$ cat config.mk
export PLATFORM = sky130hd
export DESIGN_NAME = dbus_wait_bridge
export DESIGN_NICKNAME = d
export VERILOG_FILES = /design/src/rtl/dbus_wait_bridge_pkg.sv /design/src/rtl/dbus_wait_bridge_timeout_counter.sv /design/src/rtl/dbus_wait_bridge.sv
export SDC_FILE = /design/constraint.sdc
export NUM_CORES = 1
export LEC_CHECK = 0
export BUFFER_PORTS_ARGS = -buffer_cell sky130_fd_sc_hd__buf_2
export CELL_PAD_IN_SITES_DETAIL_PLACEMENT = 1
export CELL_PAD_IN_SITES_GLOBAL_PLACEMENT = 1
export CORE_ASPECT_RATIO = 1.1
export CORE_MARGIN = 2
export CORE_UTILIZATION = 25
export DETAILED_ROUTE_END_ITERATION = 10
export PLACE_DENSITY = 0.65
export SLEW_MARGIN = 5
export SYNTH_ARGS = -nofsm -noshare
export SYNTH_HDL_FRONTEND = slang
export SYNTH_SLANG_ARGS = --single-unit
$ cat constraint.sdc
create_clock -name iCLK -period 2.7 [get_ports iCLK]
set_input_delay 0.27 -clock iCLK [delete_from_list [all_inputs] [get_ports iCLK]]
set_output_delay 0.27 -clock iCLK [all_outputs]
set_load 0.02 [all_outputs]
$ cat src/rtl/dbus_wait_bridge_pkg.sv
// ----------------------------------------------------------------------------
// dbus_wait_bridge_pkg
// Shared definitions for the data-bus wait-state bridge:
//   - FSM state encoding (IDLE / REQ / DONE)
//   - default timeout length and the data returned on an aborted read
// ----------------------------------------------------------------------------
package dbus_wait_bridge_pkg;

   typedef enum logic [1:0] {
      ST_IDLE = 2'd0,
      ST_REQ  = 2'd1,
      ST_DONE = 2'd2
   } state_e;

   localparam int unsigned TIMEOUT_CYCLES_DEFAULT = 32'd255;
   localparam logic [31:0] ERR_READ_VALUE_DEFAULT = 32'h0000_0000;

endpackage : dbus_wait_bridge_pkg

$ cat src/rtl/dbus_wait_bridge_timeout_counter.sv
// ----------------------------------------------------------------------------
// bus_timeout_counter
// Counts cycles spent waiting for a downstream acknowledge.
// Ports:
//   clk_i  - clock
//   rst_i  - synchronous active-high reset
//   clr_i  - restart the count at zero (takes priority over en_i)
//   en_i   - advance the count by one
//   tc_o   - count has reached TERMINAL-1
// Only instantiated when BUS_TIMEOUT_EN is defined.
// ----------------------------------------------------------------------------
module bus_timeout_counter #(
   parameter int unsigned TERMINAL = 32'd255
) (
   input  logic clk_i,
   input  logic rst_i,
   input  logic clr_i,
   input  logic en_i,
   output logic tc_o
);

   // Largest value ever held is TERMINAL-1, so clog2(TERMINAL) bits suffice.
   localparam int unsigned      CW   = (TERMINAL > 32'd1) ? $clog2(TERMINAL) : 32'd1;
   localparam logic [CW-1:0]    LAST = CW'(TERMINAL - 32'd1);

   logic [CW-1:0] cnt_q;
   logic [CW-1:0] cnt_d;

   // Next count: clear wins, otherwise increment while enabled.
   always_comb begin
      cnt_d = cnt_q;
      if (clr_i) begin
         cnt_d = '0;
      end else if (en_i) begin
         cnt_d = cnt_q + CW'(1'b1);
      end else begin
         cnt_d = cnt_q;
      end
   end

   // Count register.
   always_ff @(posedge clk_i) begin
      if (rst_i) begin
         cnt_q <= '0;
      end else begin
         cnt_q <= cnt_d;
      end
   end

   assign tc_o = (cnt_q == LAST);

endmodule : bus_timeout_counter

$ cat src/rtl/dbus_wait_bridge.sv
// ----------------------------------------------------------------------------
// dbus_wait_bridge
// Turns the single-cycle CPU data-bus access into a level-held req/ack
// transaction toward slow memory / MMIO, stalling the CPU until it completes.
//
// Ports:
//   iCLK, iRST            - clock, synchronous active-high reset
//   iDw*                  - CPU data-bus side (read/write enable, byte enable,
//                           address, write data); oDwReadData returns loads
//   oStall                - CPU must hold PC and bus outputs this cycle
//   oMReq/oMWe/oMBe/
//   oMAddr/oMWData        - downstream request, held constant while oMReq=1
//   iMAck, iMRData        - downstream one-cycle completion and read data
//   oBusError             - one-cycle pulse when a request is aborted
//
// Optional feature macro: BUS_TIMEOUT_EN
//   When defined, a request that sees no ack for TIMEOUT_CYCLES cycles is
//   aborted (reads return ERR_READ_VALUE, oBusError pulses). When undefined,
//   REQ waits forever and oBusError is constant 0.
// ----------------------------------------------------------------------------
module dbus_wait_bridge
   import dbus_wait_bridge_pkg::*;
#(
   parameter int unsigned TIMEOUT_CYCLES = TIMEOUT_CYCLES_DEFAULT,
   parameter logic [31:0] ERR_READ_VALUE = ERR_READ_VALUE_DEFAULT
) (
   input  logic        iCLK,
   input  logic        iRST,
   input  logic        iDwReadEnable,
   input  logic        iDwWriteEnable,
   input  logic [3:0]  iDwByteEnable,
   input  logic [31:0] iDwAddress,
   input  logic [31:0] iDwWriteData,
   output logic [31:0] oDwReadData,
   output logic        oStall,
   output logic        oMReq,
   output logic        oMWe,
   output logic [3:0]  oMBe,
   output logic [31:0] oMAddr,
   output logic [31:0] oMWData,
   input  logic        iMAck,
   input  logic [31:0] iMRData,
   output logic        oBusError
);

   state_e      state_q,  state_d;
   logic [31:0] maddr_q,  maddr_d;
   logic        mwe_q,    mwe_d;
   logic [3:0]  mbe_q,    mbe_d;
   logic [31:0] mwdata_q, mwdata_d;
   logic [31:0] rdata_q,  rdata_d;
   logic        berr_q,   berr_d;
   logic        start_s;
   logic        stall_s;
   logic        timeout_s;

   assign start_s = iDwReadEnable | iDwWriteEnable;

`ifdef BUS_TIMEOUT_EN
   logic tc_s;

   bus_timeout_counter #(
      .TERMINAL (TIMEOUT_CYCLES)
   ) u_timeout (
      .clk_i (iCLK),
      .rst_i (iRST),
      .clr_i ((state_q == ST_IDLE) && start_s),
      .en_i  (state_q == ST_REQ),
      .tc_o  (tc_s)
   );

   assign timeout_s = tc_s;
`else
   assign timeout_s = 1'b0;
`endif

   // Next-state, captured request fields, returned data and error pulse.
   always_comb begin
      state_d  = state_q;
      maddr_d  = maddr_q;
      mwe_d    = mwe_q;
      mbe_d    = mbe_q;
      mwdata_d = mwdata_q;
      rdata_d  = rdata_q;
      berr_d   = 1'b0;
      stall_s  = 1'b0;
      case (state_q)
         ST_IDLE: begin
            if (start_s) begin
               // Stall in the very cycle the access appears; write wins over read.
               stall_s  = 1'b1;
               state_d  = ST_REQ;
               maddr_d  = iDwAddress;
               mwe_d    = iDwWriteEnable;
               mbe_d    = iDwWriteEnable ? iDwByteEnable : 4'b1111;
               mwdata_d = iDwWriteData;
            end else begin
               state_d  = ST_IDLE;
            end
         end
         ST_REQ: begin
            stall_s = 1'b1;
            if (iMAck) begin
               // Ack beats a coinciding timeout.
               state_d = ST_DONE;
               if (!mwe_q) begin
                  rdata_d = iMRData;
               end else begin
                  rdata_d = rdata_q;
               end
            end else if (timeout_s) begin
               state_d = ST_DONE;
               berr_d  = 1'b1;
               if (!mwe_q) begin
                  rdata_d = ERR_READ_VALUE;
               end else begin
                  rdata_d = rdata_q;
               end
            end else begin
               state_d = ST_REQ;
            end
         end
         ST_DONE: begin
            // CPU commits on this edge; a new access is only seen next cycle.
            state_d = ST_IDLE;
         end
         default: begin
            state_d = ST_IDLE;
         end
      endcase
   end

   // State and datapath registers.
   always_ff @(posedge iCLK) begin
      if (iRST) begin
         state_q  <= ST_IDLE;
         maddr_q  <= 32'h0000_0000;
         mwe_q    <= 1'b0;
         mbe_q    <= 4'b0000;
         mwdata_q <= 32'h0000_0000;
         rdata_q  <= 32'h0000_0000;
         berr_q   <= 1'b0;
      end else begin
         state_q  <= state_d;
         maddr_q  <= maddr_d;
         mwe_q    <= mwe_d;
         mbe_q    <= mbe_d;
         mwdata_q <= mwdata_d;
         rdata_q  <= rdata_d;
         berr_q   <= berr_d;
      end
   end

   assign oStall      = stall_s;
   assign oMReq       = (state_q == ST_REQ);
   assign oMWe        = mwe_q;
   assign oMBe        = mbe_q;
   assign oMAddr      = maddr_q;
   assign oMWData     = mwdata_q;
   assign oDwReadData = rdata_q;
   assign oBusError   = berr_q;

endmodule : dbus_wait_bridge

==> results.yml <==
worst_setup_path:
  critical_path_buf_inv_count: 1
  crit_required_ps: 2430
  path_class: "flip-flop to output pin"
  cp_cell_sequence: "nor2_4 -> nand2_1 -> nand2b_1 -> buf_2"
  reg2reg_from: "state_q[1]"
  cp-start-kind: "flip-flop"
  arrival_ps: 1620
  r2r_cells: 3
  crit_family: "simple AND/OR/NAND/NOR gates"
  r2r_end: "oMBe[2]"
  rrSetupSlack_ps: 1100
  cpPeakStageDelay_ps: 460
  cp_max_fo: 21
  cp-end-kind: "output pin"
  slowest_stage: "nor2_4"
grt:
  track_usage_pct: 15.4
  overflow: 0
  grt_pass1_wl_um: 20200
  grt_pass1_vias: 3967
  antenna_found_initial: 2
  grt_max_degree: 67
cells_and_area:
  drive_gt1_share_pct: 39.3
  final_cell_mix: "buf_2, dfxtp_1, a21oi_1"
  fin_nets: 743
  fillers: 1913
  final_common_cell: "buf_2"
  areaGrowthSynthToFinish_pct: 36.1
  regArea_mm2: 0.00206
  design_area_mm2: 0.00534
  multi_input_area_mm2: 0.00159
  postLayoutCoreUtil_pct: 34.4
placement:
  post-place-ws_ps: 1090
  place.gp.congestion: 0.691
  portBuffers: 207
  hpwlAfterDp_um: 9290
  dpl_cell_area_mm2: 0.00504
cts:
  cts_root_buf: "clkbuf_16"
  clk_latency_ps: 340
  numClockSinks: 103
  tritoncts: "done"
  htree_levels: 3
  cts_resized: 0
  postCtsSetupRepairBufs: 0
  clock_path_buffers: 2
  ctsHoldBuffers: 0
  cts_buffers: 9
  clkTransAtPathRegs_ps: 70
timing:
  timing.final.crit_share_pct: 70.0
  rsz0062_at_grt: "no"
  setup_viol: 0
  slew_violations: 0
  fin_crit_ps: 1890
  max_freq_mhz: 529
  setup_ws_ps: 810
  hold_viol: 0
  relSlewSlack_pct: 55.9
  finClkSkew_ps: 8.64
  fin_tns_setup_ps: 0
  worst_slew_pin_slew_ps: 662
detailed_routing:
  wirelength_um: 13100
  detail-route-antenna-nets: 0
  avgViaCountPerCell: 4.68
  drt_first_pass_iters: 4
  drc: 0
  via_count: 3949
  wl_per_cell_um: 15.5
  drtIter0Drc: 124
pwr:
  power.leakage_uw: 0.00238
  power_density_mw_per_mm2: 688
  peakVddDrop_uv: 284
synthesis:
  ys.warnings.count: 0
  ys_seq_area_share_pct: 52.6
  synth-seq-cells: 103
  synth_area_leaders: "dfxtp_1, a21oi_1, nand3_1"
  synthCells: 461
  syn_avg_cell_area_um2: 8.50
  synth.top_cell.area_share_pct: 52.6
  synth_area_mm2: 0.00392
  synth_cell_type_count: 23
  yosysTopAreaCell: "dfxtp_1"
  synth_fp_nets: 566
die:
  rows: 48
  start_util_pct: 25.3
  io_pins: 209
  die_w_um: 123
  die-area_mm2: 0.0167
  die_h_um: 135
  coreArea_mm2: 0.0155
flow_run:
  drv_cap: 0
worst_hold_path:
  hold_path_end: "oDwReadData[21]"
  hp-start: "iMRData[21]"
  whs_path_depth: 3
  hp-class: "input pin to flip-flop"
run_status:
  outcome: "finished, final reports clean"
layout make-up:
cell class	count	share of cell area [%]
inverters	1	0.0703
flip-flops and latches	103	38.6
clock inverters	7	1.36
repair buffers	214	21.1
diodes	1	0.0469
clock buffers	9	4.22
well taps	200	4.69
multi-input cells	309	29.8
per-layer routing:
layer	part of all wire, %	vias up	global-route usage, %
met4	1.3	0	4.10
met2	46	141	25.0
li1	-	1947	-
met1	43	1850	18.3
met3	10	11	7.07
met5	0	-	0
report_power, final:
part           internal (µW)  leakage, µW  total [µW]  switching (µW)
clock                    721     0.000142        1320             596
combinational            239      0.00140         672             434
sequential              1630     0.000846        1680            54.1
total                   2590      0.00238        3670            1080
state kept, by name, indices dropped and copies added, names as in the netlist:
register,count
oMBe,4
oMAddr,32
state_q,2
oMWe,1
oDwReadData,32
oMWData,32
tightest hold or removal path, delay by kind of cell:
kind            cells  cell delay (ps)
buf+inv             1              100
simple gates        1               40
compound gates      1               50
worst max-delay path by stage:
| stage | startpoint | endpoint | slack, ps | depth (start not counted) |
|---|---|---|---|---|
| floorplan | state_q[0] | oStall | 1370 | 2 |
| global placement | state_q[1] | oMBe[0] | 1140 | 3 |
| detailed placement | state_q[1] | oMBe[1] | 1090 | 3 |
| CTS | state_q[1] | oStall | 760 | 4 |
| global route | state_q[1] | oStall | 650 | 4 |
| finish | state_q[1] | oStall | 810 | 4 |
through the flow:
stage	hold WS (ps)	cells	total power, µW
final	156	844	3670
after CTS	141	843	3740
after global placement	440	827	2380
after floorplan	406	461	2150
after global routing	151	844	3870
after detailed placement	448	827	2400
Yosys cell counts:
cell	number
dfxtp_1	103
a21oi_1	85
nand2_1	66
nand3_1	64
o21ai_0	51
buf_2	18
o21ai_1	14
a21oi_2	13
clkbuf_1	13
buf_4	10
buf_6	7
o221a_2	4
nand2b_1	2
nor2_1	2
and3_1	1
conb_1	1
inv_1	1
nand4bb_1	1
nor2_4	1
nor2b_1	1
nor4bb_1	1
or2_2	1
or2_4	1
logic make-up (layout without fill, tap and decap cells):
group / Yosys count / in the layout / synth area share, %
AO/OA/AOI/OAI: 167 / 167 / 23.2
AND/OR/NAND/NOR: 141 / 141 / 16.5
other: 1 / 2 / 0.0957
buffers and inverters: 49 / 231 / 7.56
flip-flops: 103 / 103 / 52.6
No activity file was read; power rests on OpenSTA's default activity.
